## src/rtl/reduction_arbiter_pkg.sv

```systemverilog
`default_nettype none
// ============================================================================
// Module      : reduction_arbiter_pkg
// Description : Opcodes, result-bit indices and FSM states shared by the
//               reduction arbiter and its winner picker.
// Revision    : 1.0 - initial release
// ============================================================================
package reduction_arbiter_pkg;

    localparam logic [2:0] OP_AND  = 3'd0;
    localparam logic [2:0] OP_NAND = 3'd1;
    localparam logic [2:0] OP_OR   = 3'd2;
    localparam logic [2:0] OP_NOR  = 3'd3;
    localparam logic [2:0] OP_XOR  = 3'd4;
    localparam logic [2:0] OP_XNOR = 3'd5;

    // Bit positions within red_y = {and, nand, or, nor, xor, xnor}
    localparam int RB_AND  = 5;
    localparam int RB_NAND = 4;
    localparam int RB_OR   = 3;
    localparam int RB_NOR  = 2;
    localparam int RB_XOR  = 1;
    localparam int RB_XNOR = 0;

    typedef enum logic [1:0] {
        IDLE = 2'd0,
        EVAL = 2'd1,
        RESP = 2'd2
    } state_t;

    // Returns {err, bit}; the result bit is passed straight through so X/Z survive.
    function automatic logic [1:0] sel_result(input logic [2:0] op, input logic [5:0] y);
        logic [1:0] r;
        r = 2'b10;
        case (op)
            OP_AND:  r = {1'b0, y[RB_AND]};
            OP_NAND: r = {1'b0, y[RB_NAND]};
            OP_OR:   r = {1'b0, y[RB_OR]};
            OP_NOR:  r = {1'b0, y[RB_NOR]};
            OP_XOR:  r = {1'b0, y[RB_XOR]};
            OP_XNOR: r = {1'b0, y[RB_XNOR]};
            default: r = 2'b10;
        endcase
        return r;
    endfunction

endpackage
`default_nettype wire

```

## src/rtl/reduction_arbiter_rr_pick.sv

```systemverilog
`default_nettype none
// ============================================================================
// Module      : rr_pick
// Description : Combinational one-hot winner select. RED_ARB_RR_EN defined:
//               round-robin search from ptr; undefined: lowest index wins.
// Revision    : 1.0 - initial release
// ============================================================================
module rr_pick #(
    parameter int NREQ = 4,
    parameter int PTRW = 2
) (
    input  logic [NREQ-1:0] req,
    input  logic [PTRW-1:0] ptr,
    output logic [NREQ-1:0] grant
);

    logic w_found;

`ifdef RED_ARB_RR_EN
    logic [PTRW:0] w_sum;

    always_comb begin
        grant   = '0;
        w_found = 1'b0;
        w_sum   = '0;
        for (int off = 0; off < NREQ; off++) begin
            // ptr and off are both below NREQ, so one subtraction wraps
            w_sum = {1'b0, ptr} + (PTRW+1)'(off);
            if (w_sum >= (PTRW+1)'(NREQ))
                w_sum = w_sum - (PTRW+1)'(NREQ);
            if (!w_found && req[w_sum[PTRW-1:0]]) begin
                grant[w_sum[PTRW-1:0]] = 1'b1;
                w_found                = 1'b1;
            end
        end
    end
`else
    logic w_unused_ptr;
    assign w_unused_ptr = ^ptr;

    always_comb begin
        grant   = '0;
        w_found = 1'b0;
        for (int i = 0; i < NREQ; i++) begin
            if (!w_found && req[i]) begin
                grant[i] = 1'b1;
                w_found  = 1'b1;
            end
        end
    end
`endif

endmodule
`default_nettype wire

```

## src/rtl/reduction_arbiter.sv

```systemverilog
`default_nettype none
// ============================================================================
// Module      : reduction_arbiter
// Description : Arbitrates NREQ requesters onto one shared reduction unit and
//               returns the opcode-selected result bit over valid/ready.
//               Macro RED_ARB_RR_EN selects round-robin over fixed priority.
// Revision    : 1.0 - initial release
// ============================================================================
module reduction_arbiter
    import reduction_arbiter_pkg::*;
#(
    parameter int NREQ  = 4,
    parameter int WIDTH = 4,
    parameter int IDW   = 2
) (
    input  logic                 clk,
    input  logic                 rst_n,
    input  logic [NREQ-1:0]      req,
    input  logic [NREQ*WIDTH-1:0] req_data,
    input  logic [NREQ*3-1:0]    req_op,
    output logic [NREQ-1:0]      gnt,
    output logic [WIDTH-1:0]     red_x,
    input  logic [5:0]           red_y,
    output logic                 rsp_valid,
    input  logic                 rsp_ready,
    output logic [IDW-1:0]       rsp_id,
    output logic                 rsp_bit,
    output logic                 rsp_err,
    output logic                 busy
);

    localparam int PTRW = (NREQ > 1) ? $clog2(NREQ) : 1;

    state_t          r_state;
    state_t          w_state_next;
    logic [NREQ-1:0] w_pick;
    logic [PTRW-1:0] w_win_idx;
    logic [PTRW-1:0] r_win_idx;
    logic [2:0]      r_op;
    logic            w_start;

    assign w_start = (r_state == IDLE) && (|req);
    assign busy    = (r_state != IDLE);

`ifdef RED_ARB_RR_EN
    logic [PTRW-1:0] r_ptr;

    always_ff @(posedge clk or negedge rst_n) begin
        if (!rst_n)
            r_ptr <= '0;
        else if (w_start)
            r_ptr <= (w_win_idx == PTRW'(NREQ-1)) ? '0 : w_win_idx + 1'b1;
    end

    rr_pick #(.NREQ(NREQ), .PTRW(PTRW)) u_pick (
        .req   (req),
        .ptr   (r_ptr),
        .grant (w_pick)
    );
`else
    rr_pick #(.NREQ(NREQ), .PTRW(PTRW)) u_pick (
        .req   (req),
        .ptr   ({PTRW{1'b0}}),
        .grant (w_pick)
    );
`endif

    always_comb begin
        w_win_idx = '0;
        for (int i = 0; i < NREQ; i++) begin
            if (w_pick[i])
                w_win_idx = PTRW'(i);
        end
    end

    always_ff @(posedge clk or negedge rst_n) begin
        if (!rst_n)
            r_state <= IDLE;
        else
            r_state <= w_state_next;
    end

    always_comb begin
        w_state_next = r_state;
        case (r_state)
            IDLE:    if (|req) w_state_next = EVAL;
            EVAL:    w_state_next = RESP;
            RESP:    if (rsp_ready) w_state_next = IDLE;
            default: w_state_next = IDLE;
        endcase
    end

    always_ff @(posedge clk or negedge rst_n) begin
        if (!rst_n) begin
            gnt       <= '0;
            red_x     <= '0;
            r_op      <= '0;
            r_win_idx <= '0;
            rsp_valid <= 1'b0;
            rsp_id    <= '0;
            rsp_bit   <= 1'b0;
            rsp_err   <= 1'b0;
        end else begin
            gnt <= w_start ? w_pick : '0;
            if (w_start) begin
                red_x     <= req_data[w_win_idx*WIDTH +: WIDTH];
                r_op      <= req_op[w_win_idx*3 +: 3];
                r_win_idx <= w_win_idx;
            end
            // red_y reflects red_x registered on the previous edge
            if (r_state == EVAL) begin
                {rsp_err, rsp_bit} <= sel_result(r_op, red_y);
                rsp_id             <= IDW'(r_win_idx);
                rsp_valid          <= 1'b1;
            end else if ((r_state == RESP) && rsp_ready) begin
                rsp_valid <= 1'b0;
            end
        end
    end

endmodule
`default_nettype wire

```

## config.mk

```make
export PLATFORM = sky130hd
export DESIGN_NAME = reduction_arbiter
export DESIGN_NICKNAME = d
export VERILOG_FILES = /design/src/rtl/reduction_arbiter_pkg.sv /design/src/rtl/reduction_arbiter_rr_pick.sv /design/src/rtl/reduction_arbiter.sv
export SDC_FILE = /design/constraint.sdc
export NUM_CORES = 1
export LEC_CHECK = 0
export ABC_AREA = 1
export CELL_PAD_IN_SITES_DETAIL_PLACEMENT = 1
export CELL_PAD_IN_SITES_GLOBAL_PLACEMENT = 1
export CORE_MARGIN = 1
export CORE_UTILIZATION = 25
export DETAILED_ROUTE_END_ITERATION = 8
export PLACE_DENSITY_LB_ADDON = 0.3
export SLEW_MARGIN = 20
export SYNTH_ARGS = -nofsm -noshare
export SYNTH_HDL_FRONTEND = slang
export SYNTH_SLANG_ARGS = --single-unit
export TNS_END_PERCENT = 20
```

## constraint.sdc

```tcl
create_clock -name clk -period 1.1 [get_ports clk]
set_input_delay 0.22 -clock clk [delete_from_list [all_inputs] [get_ports clk]]
set_output_delay 0.22 -clock clk [all_outputs]
set_load 0.05 [all_outputs]
```

# After elaboration in Yosys (flattened, before gate mapping)
# Index checks and enable logic that the tools add are counted.
# classes
multipliers	1
eq_ne	9
n_shift	2
mux	16
reduce_logical	14
# op_table
op	n
16-bit by 5-bit indexed part select with 4-bit output	1
2-bit one-hot mux with 6 select lines	1
12-bit by 5-bit indexed part select with 3-bit output	1
1-bit two-way mux	9
2-bit two-way mux	4
3-bit by 2-bit equality test with 1-bit output, second input constant	2
3-bit equality test, second input constant	2
2-bit one-hot mux with 3 select lines	1
1-bit logical AND	5
2-bit by 2-bit multiplier with 4-bit output, second input constant	1
4-bit two-way mux	1
2-bit nonzero test	2
4-bit OR reduction	1
3-bit by 1-bit equality test with 1-bit output, second input constant	1
1-bit logical NOT	3
3-bit logical NOT	1
2-bit by 1-bit equality test with 1-bit output, second input constant	1
2-bit equality test, second input constant	1
2-bit logical NOT	1
2-bit by 1-bit inequality test with 1-bit output, second input constant	1
2-bit inequality test, second input constant	1
2-bit AND reduction	1
# totals
output_inout_bits	14
in_bits	41
ff_bits	20

# Logic depth before layout (Yosys ltp)
# Gate-level depths: netlist of run 1.
# depth
depth_word	13
ltp_mapped	9

# Hierarchy
# A second synthesis of run 1 with hierarchy kept.
# unflattened
hier_cells	190
hier_area_um2	1268.7
# by_module_without_submodules
mod	cells_each	area_each_um2	instances	seq_area_each_um2
reduction_arbiter	181	1231.2	1	500.5
rr_pick	9	37.5	1	0.0

# Worst setup path before layout of run 1
# No wires, ideal clock.
# synth_path
path_kind	register -> register
from	reg r_state[0]
to	reg red_x[0]
path_slack_ns	-0.468
n_path_buf	0
period_less_slack_ns	1.568
t_arrival_ns	1.450
path_stages_with_launch	7
cell_sequence	dfrtp_1 -> inv_1 -> nand2_1 -> a21oi_2 -> inv_1 -> nand2_1 -> nand2_1
# synth_between
elab_chain_len	2
# synth_rtl
item	line_no	rtl
start, declared	reduction_arbiter.sv:34	state_t r_state;
start signal, assigned	reduction_arbiter.sv:80	r_state <= w_state_next;
2-bit logical NOT	reduction_arbiter.sv:42	assign w_start = (r_state == IDLE) && (|req);
1-bit logical AND	reduction_arbiter.sv:42	
end signal, assigned	reduction_arbiter.sv:106	red_x <= req_data[w_win_idx*WIDTH +: WIDTH];
end, declared	reduction_arbiter.sv:22	output logic [WIDTH-1:0] red_x,
# Every way passes these cells.
# A chain may end at the register's enable or synchronous reset.

# Worst setup path in the final report of run 1
# layout_path
from	reg r_state[1]
to	out busy
# layout_between
elab_chain_len	1
# layout_rtl
item	line_no	rtl
2-bit nonzero test	reduction_arbiter.sv:43	assign busy = (r_state != IDLE);
end, declared	reduction_arbiter.sv:29	output logic busy
# Every way passes these cells.

==> results.yml, run 1 <==
status:
  status: "finished with violations"
  violations: "DRC, setup timing"
worst_setup_path:
  path_cells: "inv_2, nand2_8, buf_6, buf_12"
  crit_required_ps: 880
  cp-end-kind: "output port"
  critical_path_arrival_ps: 1100
  slowest_stage: "dfrtp_1"
  rrSetupSlack_ps: -210
  reg2regPathDepth: 7
  cp_max_fo: 2
  critPathKind: "reg2out"
  cp_top_family: "flip-flops"
  r2r-end: "r_op[0]$_DFFE_PN0P_"
  cp_num_buf_inv: 3
  worstReg2RegStart: "r_state[1]$_DFFE_PN0P_"
  slowest_delay_ps: 400
  start_kind: "register"
floorplan:
  die_w_um: 70.52
  start_util: 0.2641
  io_pins: 55
  core_area_mm2: 0.004444
  die_h_um: 70.52
  die_area_mm2: 0.004972
  row_count: 24
detailed_routing:
  drt-total-wl_um: 3804
  vias: 1342
  dr.pass1.iters: 6
  viasPerCell: 4.534
  ant_nets: 0
  drc: 6
  wire_per_inst_um: 12.85
  drt-initial-drc-count: 42
synth:
  synth_seq_cells: 20
  syn_inst: 168
  syn_nets: 209
  yosys_warnings: 0
  async_flop_share: 1.000
  yosys-top-cells-area: "dfrtp_1, nand2_1, inv_1"
  syn_area_per_cell_um2: 6.986
  synth_xor_area_frac: 0
  yosysMostFrequentCell: "nand2_1"
  yosys.area_share.adder: 0
  synth_top_area_frac: 0.4264
  synth-simple-area-share: 0.3358
  synth_edf_count: 0
  synthMuxAreaShare: 0
  yosysTopAreaCell: "dfrtp_1"
  synth_top_family_by_area: "simple AND/OR/NAND/NOR gates"
  synth_flop_cell: "dfrtp_1"
  synthDistinctLibCells: 18
  synth_compound_area_frac: 0.1002
  synthTopCellsByCount: "nand2_1, inv_1, dfrtp_1, nand3_1, o21ai_0"
  yosysSeqAreaShare: 0.4264
  netlist_area_mm2: 0.001174
cts:
  cts-root-buf: "clkbuf_8"
  ctsHtreeMaxLevel: 1
  clock_latency_ps: 260
  cts_sinks: 20
  tritoncts: "yes"
  path_clk_slew_ps: 80
  clock_path_buffers: 2
  cts_hold_buf: 0
  cts_buffers: 3
sta:
  fmax_mhz: 756.3
  relSlewSlack: 0.7502
  setup_viol: 15
  finalSetupTns_ps: -1870
  hold_viol_final: 0
  period_minus_slack_ps: 1322
  period_share: 1.202
  rsz0062_at_grt: "yes"
  drv_slew: 0
  layout_setup_ws_ps: -222.3
  tightest_slew_ps: 373.3
  finClkSkew_ps: 5.585
power:
  p_leak_nw: 1.122
  power_density_mw_per_mm2: 2315
  power_mw: 5.188
  irDropWorstVdd_v: 0.0006504
cells_and_area:
  area_growth_pct: 90.94
  fin_util: 0.5042
  drive_gt1_frac: 0.2541
  final_area_mm2: 0.002241
  n_antenna_cell: 0
  nets: 286
global_route:
  track_usage: 0.1638
  grt_pass1_wl_um: 6437
  grt-ovfl-total: 0
  grt_pass1_vias: 1429
  antenna_found_initial: 0
  grt_max_degree: 21
placement:
  port_buffers: 54
  placed_area_mm2: 0.002053
  gp_congestion: 0.8618
  hpwl_um: 2885
hold_path:
  hold_path_class: "in2async"
job:
  maxCapViolCount: 0
==> state kept, by name, summed over array words and instances (netlist names) <==
register / flops
gnt: 4
r_state: 2
rsp_valid: 1
rsp_bit: 1
rsp_err: 1
r_op: 3
rsp_id: 2
red_x: 4
r_win_idx: 2
==> layer usage <==
layer  part of all wire  vias up  GRT usage
li1                   -      669          -
met1               0.43      617     0.1975
met2               0.50       48     0.2923
met3              0.051        8    0.02453
met4              0.026        0    0.06349
met5                  0        -          0
==> kinds of logic (layout without fill, tap and decap cells) <==
logic type / after synthesis / after routing
AND/OR/NAND/NOR: 87 / 87
AO/OA/AOI/OAI: 22 / 23
flip-flops: 20 / 20
buffers and inverters: 39 / 114
==> power breakdown <==
part | total, mW | switching [mW] | internal, mW
combinational | 3.29 | 1.69 | 1.60
sequential | 1.33 | 0.290 | 1.04
clock | 0.568 | 0.249 | 0.319
==> layout by cell type, fill, tap and decap left out <==
cell type        synthesis  routed
nand3_4                  1       1
inv_1                   37      31
nand2_1                 55      49
nor2_2                   0       1
o21ai_2                  0       1
inv_2                    0       5
o21ai_0                 14      12
a21oi_2                  1       2
buf_12                   0      16
dfrtp_1                 20      20
o31ai_1                  1       1
nand2_8                  0       2
nand3b_1                 4       4
clkdlybuf4s50_1          0      36
nand2_4                  1       2
buf_6                    2       5
nor4_2                   0       1
a21oi_4                  0       2
nand3_1                 15      14
clkbuf_8                 0       4
nor2_1                   8       6
nand3_2                  0       1
a21oi_1                  4       2
dlygate4sd2_1            0       3
o21ai_1                  1       2
nand2_2                  1       4
nor2_4                   1       2
buf_4                    0      12
clkdlybuf4s15_1          0       1
inv_4                    0       1
a31oi_1                  1       1
==> area by class of cell <==
cell class	instances	area (µm²)
fill	540	2203
timing repair buffer	73	863.3
multi-input combinational	110	615.6
sequential	20	500.5
inverter	37	141.4
tap	52	65.06
clock buffer	4	55.05
==> timing repair <==
action                                  in CTS  in global routing
pin swaps                                    7                  3
buffers inserted                             2                  1
endpoints found under the setup margin      15                 18
resized for setup                           22                  9
cloned                                       1                  0
==> metrics by stage <==
step	worst slack [ps]	instances	hold slack [ps]
3_3_place_gp	-557.9	288	495.9
2_1_floorplan	-49.06	168	-75.59
5_1_grt	-266.8	296	321.7
3_5_place_dp	-588.2	288	506.9
6_report	-222.3	296	295.7
4_1_cts	-231.3	295	295.3
==> worst register-to-register path, stage by stage (launching register included) <==
cell and delay (ps):
dfrtp_1 400, inv_2 110, nand2_8 60, buf_12 130, a21oi_4 220, nand3b_1 120
nand2_1 100, a21oi_2 60
==> worst max-delay path by stage <==
stage / startpoint / end / slack, ps / cells after the start
floorplan: r_state[1]$_DFFE_PN0P_ / r_win_idx[1]$_DFFE_PN0P_ / -50 / 6
detailed placement: req[0] / red_x[1]$_DFFE_PN0P_ / -590 / 10
global route: r_state[0]$_DFFE_PN0P_ / r_op[0]$_DFFE_PN0P_ / -270 / 7
global placement: req[0] / red_x[1]$_DFFE_PN0P_ / -560 / 10
finish: r_state[1]$_DFFE_PN0P_ / busy / -220 / 4
CTS: r_state[1]$_DFFE_PN0P_ / busy / -230 / 4
Power figures use the tool's default switching activity.
==> run 2: changes to the inputs <==
--- a/config.mk
+++ b/config.mk
@@ -12,6 +12,7 @@
 export CORE_UTILIZATION = 25
 export DETAILED_ROUTE_END_ITERATION = 8
 export PLACE_DENSITY_LB_ADDON = 0.3
+export REMOVE_ABC_BUFFERS = 1
 export SLEW_MARGIN = 20
 export SYNTH_ARGS = -nofsm -noshare
 export SYNTH_HDL_FRONTEND = slang
==> run 2 against run 1 <==
The run still ends with DRC, setup timing left. Sequential share of layout area rose by 0.27 points. Cell area fell by 1.2%. Clock skew fell by 2.1 ps. Hold slack got worse by 100 ps. Power fell by 0.98%. Wire length fell by 1.7%. Critical path type unchanged. Highest routed layer unchanged.
==> results.yml, run 2 (synthesis gave the netlist of run 1 again) <==
detailed_routing:
  wl_met1_um: 1557
  drc: 10
  top_layer: "met4"
  vias: 1324
  drt-total-wl_um: 3739
  viasPerCell: 4.413
  ant_nets: 0
  wire_per_inst_um: 12.46
  drt-initial-drc-count: 51
  wl_met2_um: 1972
  dr_wl_met3_um: 176
  dr.pass1.iters: 6
power:
  power_density_mw_per_mm2: 2319
  clockPowerShare: 0.110
  combPwrFrac: 0.632
  swShare: 0.4307
  p_leak_nw: 1.130
  irDropWorstVdd_v: 0.0008260
  power_mw: 5.137
  p_sw_mw: 2.212
  seq_power_share: 0.258
  intPower_mw: 2.925
floorplan:
  start_util: 0.2641
  die_h_um: 70.52
  core_area_mm2: 0.004444
  row_count: 24
  io_pins: 55
  die_area_mm2: 0.004972
  die_w_um: 70.52
cts:
  cts_sinks: 20
  cts-root-buf: "clkbuf_8"
  ctsHtreeMaxLevel: 1
  clock_latency_ps: 260
  path_clk_slew_ps: 80
  cts_buffers: 3
  tritoncts: "yes"
  clock_path_buffers: 2
global_route:
  grt_max_degree: 21
  antenna_found_initial: 0
  grt-ovfl-total: 0
  grt_pass1_vias: 1405
  track_usage: 0.1548
  grt_pass1_wl_um: 6078
sta:
  fmax_mhz: 763.9
  finClkSkew_ps: 3.479
  hold_viol_final: 0
  drv_slew: 0
  tightest_slew_ps: 209.1
  relSlewSlack: 0.8601
  setup_viol: 11
  rsz0062_at_grt: "yes"
  period_share: 1.190
  layout_setup_ws_ps: -209.0
  period_minus_slack_ps: 1309
  holdWs_ps: 192.6
worst_setup_path:
  cp-end-kind: "output port"
  critical_path_arrival_ps: 1090
  cp_top_family: "flip-flops"
  start_kind: "register"
  path_cells: "inv_2, nand2_4, buf_6, buf_12"
  slowest_stage: "dfrtp_1"
  cp_num_buf_inv: 3
  critPathKind: "reg2out"
  cp_max_fo: 2
  slowest_delay_ps: 410
  crit_required_ps: 880
status:
  violations: "DRC, setup timing"
  status: "finished with violations"
cells_and_area:
  n_antenna_cell: 0
  area_growth_pct: 88.70
  drive_gt1_frac: 0.2540
  nets: 290
  fillers: 536
  layout_commonest_cell: "nand2_1"
  layout_common_cells: "nand2_1, clkdlybuf4s50_1, inv_1"
  reg_top3: "gnt (4), red_x (4), r_op (3)"
hold_path:
  hold_path_class: "in2reg"
placement:
  port_buffers: 54
  gp_congestion: 0.7382
  hpwl_um: 2745
job:
  maxCapViolCount: 0
==> run 2: cell type report <==
type / instances / area (µm²) / share of cell area
Tap cell: 52 / 65.06 / 0.02938
Inverter: 37 / 138.9 / 0.06271
Timing Repair Buffer: 78 / 875.8 / 0.3955
Sequential cell: 20 / 500.5 / 0.2260
Multi-Input combinational cell: 109 / 579.3 / 0.2616
Clock buffer: 4 / 55.05 / 0.02486
==> run 2: stage by stage <==
stage / area [µm²] / util / setup slack (ps) / setup TNS [ps] / instances
floorplan: 1151 / - / -643.8 / -6691 / 166
global placement: 2029 / 0.4566 / -543.5 / -5839 / 288
detailed placement: 2029 / 0.4566 / -573.8 / -6250 / 288
CTS: 2151 / 0.4840 / -166.5 / -649.8 / 297
global route: 2215 / 0.4983 / -232.8 / -1385 / 300
finish: 2215 / 0.4983 / -209.0 / -739.7 / 300
==> run 2: path summary, 6_finish.rpt <==
check,start,to,slack (ps),cells past startpoint
setup / recovery,r_state[0]$_DFFE_PN0P_,busy,-210,4
hold / removal,req[1],gnt[2]$_DFF_PN0_,190,2
setup reg to reg,r_state[0]$_DFFE_PN0P_,r_op[1]$_DFFE_PN0P_,-130,7
hold reg to reg,r_win_idx[0]$_DFFE_PN0P_,r_win_idx[0]$_DFFE_PN0P_,540,2
max in group asynchronous,rst_n,r_op[1]$_DFFE_PN0P_,660,2
min in group asynchronous,rst_n,rsp_id[1]$_DFFE_PN0P_,300,2
==> run 2: power by group through the flow <==
| stage | Sequential (mW) | Clock (mW) | Combinational (mW) |
|---|---|---|---|
| after floorplan | 1.80 | 0 | 0.768 |
| after global placement | 1.32 | 0 | 2.71 |
| after detailed placement | 1.33 | 0 | 2.77 |
| after CTS | 1.32 | 0.576 | 3.01 |
| after global routing | 1.36 | 0.595 | 3.46 |
| final | 1.33 | 0.566 | 3.25 |
==> run 2: timing repair <==
item                                    CTS  global route
endpoints found under the setup margin   12            16
pin swaps                                 2             1
setup buffers                             5             3
hold buffers                              0             0
gates resized for setup                  16            19
==> run 2: metal layers <==
metal / track usage / vias up
li1: - / 673
met1: 0.1821 / 602
met2: 0.2934 / 45
met3: 0.02020 / 4
met4: 0.04082 / 0
met5: 0 / -
==> run 3: changes to the inputs <==
==> constraint.sdc (replaced) <==
create_clock -name clk -period 1.2 [get_ports clk]
set_input_delay 0.24 -clock clk [delete_from_list [all_inputs] [get_ports clk]]
set_output_delay 0.24 -clock clk [all_outputs]
set_load 0.05 [all_outputs]
==> run 3 against run 2 <==
Sequential power is 9% lower. Setup slack better by 98 ps. Critical endpoint unchanged. Wire length is 4.9% lower. Critical path depth stayed put. Combinational power is 18% lower. The run still ends with DRC, setup timing left. Clock power is 5.8% lower. Power is 14% lower. Non-clock buffer count is 5 lower. First-iteration DRC count is 9.8% lower. Utilization is 2.0 points lower.
==> results.yml, run 3 (synthesis gave the netlist of run 1 again) <==
status:
  status: "finished with violations"
  violations: "DRC, setup timing"
detailed_routing:
  wire_per_inst_um: 12.05
  dr.pass1.iters: 6
  ant_nets: 0
  vias: 1288
  drt-total-wl_um: 3556
  drc: 10
  drt-initial-drc-count: 46
  viasPerCell: 4.366
worst_setup_path:
  path_cells: "inv_2, nand2_2, buf_6, buf_12"
  cp-end-kind: "output port"
  rrSetupSlack_ps: -70
  critical_path_arrival_ps: 1070
  critPathKind: "reg2out"
  slowest_stage: "dfrtp_1"
  crit_required_ps: 960
  r2r-end: "r_op[1]$_DFFE_PN0P_"
  start_kind: "register"
  worstReg2RegStart: "r_state[0]$_DFFE_PN0P_"
  cp_max_fo: 2
  cp_num_buf_inv: 3
  cp_top_family: "flip-flops"
  slowest_delay_ps: 400
  reg2regPathDepth: 7
floorplan:
  die_h_um: 70.52
  core_area_mm2: 0.004444
  row_count: 24
  start_util: 0.2641
  die_area_mm2: 0.004972
  die_w_um: 70.52
  io_pins: 55
cells_and_area:
  fin_util: 0.4786
  layout_common_cells: "nand2_1, clkdlybuf4s50_1, inv_1"
  reg_top3: "gnt (4), red_x (4), r_op (3)"
  drive_gt1_frac: 0.2140
  area_growth_pct: 81.24
  final_area_mm2: 0.002127
  n_antenna_cell: 0
  nets: 285
  layout_commonest_cell: "nand2_1"
cts:
  cts_buffers: 3
  clock_path_buffers: 2
  tritoncts: "yes"
  cts-root-buf: "clkbuf_8"
  clock_latency_ps: 260
  ctsHtreeMaxLevel: 1
  cts_hold_buf: 0
  cts_sinks: 20
  path_clk_slew_ps: 80
power:
  irDropWorstVdd_v: 0.0008224
  p_leak_nw: 1.091
  power_density_mw_per_mm2: 2070
sta:
  layout_setup_ws_ps: -110.8
  fmax_mhz: 762.9
  period_share: 1.092
  drv_slew: 0
  rsz0062_at_grt: "yes"
  tightest_slew_ps: 268.8
  holdWs_ps: 203.5
  finClkSkew_ps: 1.684
  period_minus_slack_ps: 1311
  hold_viol_final: 0
  relSlewSlack: 0.8204
  setup_viol: 3
placement:
  placed_area_mm2: 0.002029
  gp_congestion: 0.7378
  hpwl_um: 2727
  place_ws_ps: -485.7
  port_buffers: 54
hold_path:
  worstHoldEndpoint: "gnt[2]$_DFF_PN0_"
  hold_path_class: "in2reg"
  hold_depth: 2
  worstHoldStart: "req[0]"
job:
  maxCapViolCount: 0
global_route:
  grt_max_degree: 21
  antenna_found_initial: 0
  track_usage: 0.1590
  grt_pass1_vias: 1351
  grt-ovfl-total: 0
  grt_pass1_wl_um: 6203
-- run 3: changes by cell type in the layout (fill, tap and decap cells not counted) --
| cell | before | now |
|---|---|---|
| nand2_8 | 2 | 1 |
| o31ai_1 | 0 | 1 |
| o21ai_0 | 10 | 13 |
| buf_4 | 19 | 15 |
| o21ai_1 | 2 | 1 |
| nand2_2 | 3 | 2 |
| o31ai_2 | 1 | 0 |
| o21ai_2 | 3 | 1 |
| a21oi_4 | 1 | 0 |
| buf_6 | 4 | 3 |
| nand2_4 | 1 | 0 |
| nand2_1 | 51 | 54 |
| a21oi_2 | 0 | 1 |
-- run 3: how the worst max path moves through the flow --
stage	from	to	slack (ps)	depth (start not counted)
after floorplan	r_state[0]$_DFFE_PN0P_	red_x[0]$_DFFE_PN0P_	-540	6
after global placement	req[0]	red_x[2]$_DFFE_PN0P_	-470	10
after detailed placement	req[1]	red_x[3]$_DFFE_PN0P_	-490	8
after CTS	r_state[1]$_DFFE_PN0P_	busy	-110	4
after global routing	r_state[0]$_DFFE_PN0P_	busy	-140	4
final	r_state[0]$_DFFE_PN0P_	busy	-110	4
-- run 3: area by class of cell --
type	count	area, µm²
Sequential cell	20	500.5
Multi-Input combinational cell	109	533.0
Fill cell	544	2317
Tap cell	52	65.06
Inverter	37	138.9
Clock buffer	4	55.05
Timing Repair Buffer	73	834.6
-- run 3: layer usage --
layer / vias to the layer above / wire [µm] / track usage
met5: - / 0 / 0
met4: 0 / 22 / 0.04762
met3: 3 / 162 / 0.02020
met2: 44 / 1792 / 0.2902
met1: 577 / 1579 / 0.1944
li1: 664 / - / -
-- run 3: what timing repair did --
item                                    4_1_cts  5_1_grt
gates resized for setup                      14        7
endpoints found under the setup margin       10        9
buffers inserted                              2        1
pin swaps                                     2        2
-- run 3: worst reg2reg max path: cells and delay by family, from the launching register on --
kind                   cells  cell delay [ps]
AO/OA/AOI/OAI              2              290
buffers and inverters      2              240
flip-flops                 1              400
AND/OR/NAND/NOR            3              220
-- run 3: stage by stage --
step	std cells	TNS [ps]	power [mW]
after floorplan	166	-5461	2.354
after detailed placement	288	-5046	3.750
after global routing	295	-471.3	4.663
after CTS	294	-188.5	4.402
final	295	-224.2	4.402
after global placement	288	-4649	3.702
-- run 3: report_power, final --
part	internal (mW)	total [mW]	switching [mW]
clock	0.293	0.533	0.240
sequential	0.953	1.21	0.259
combinational	1.28	2.66	1.38
total	2.52	4.40	1.88
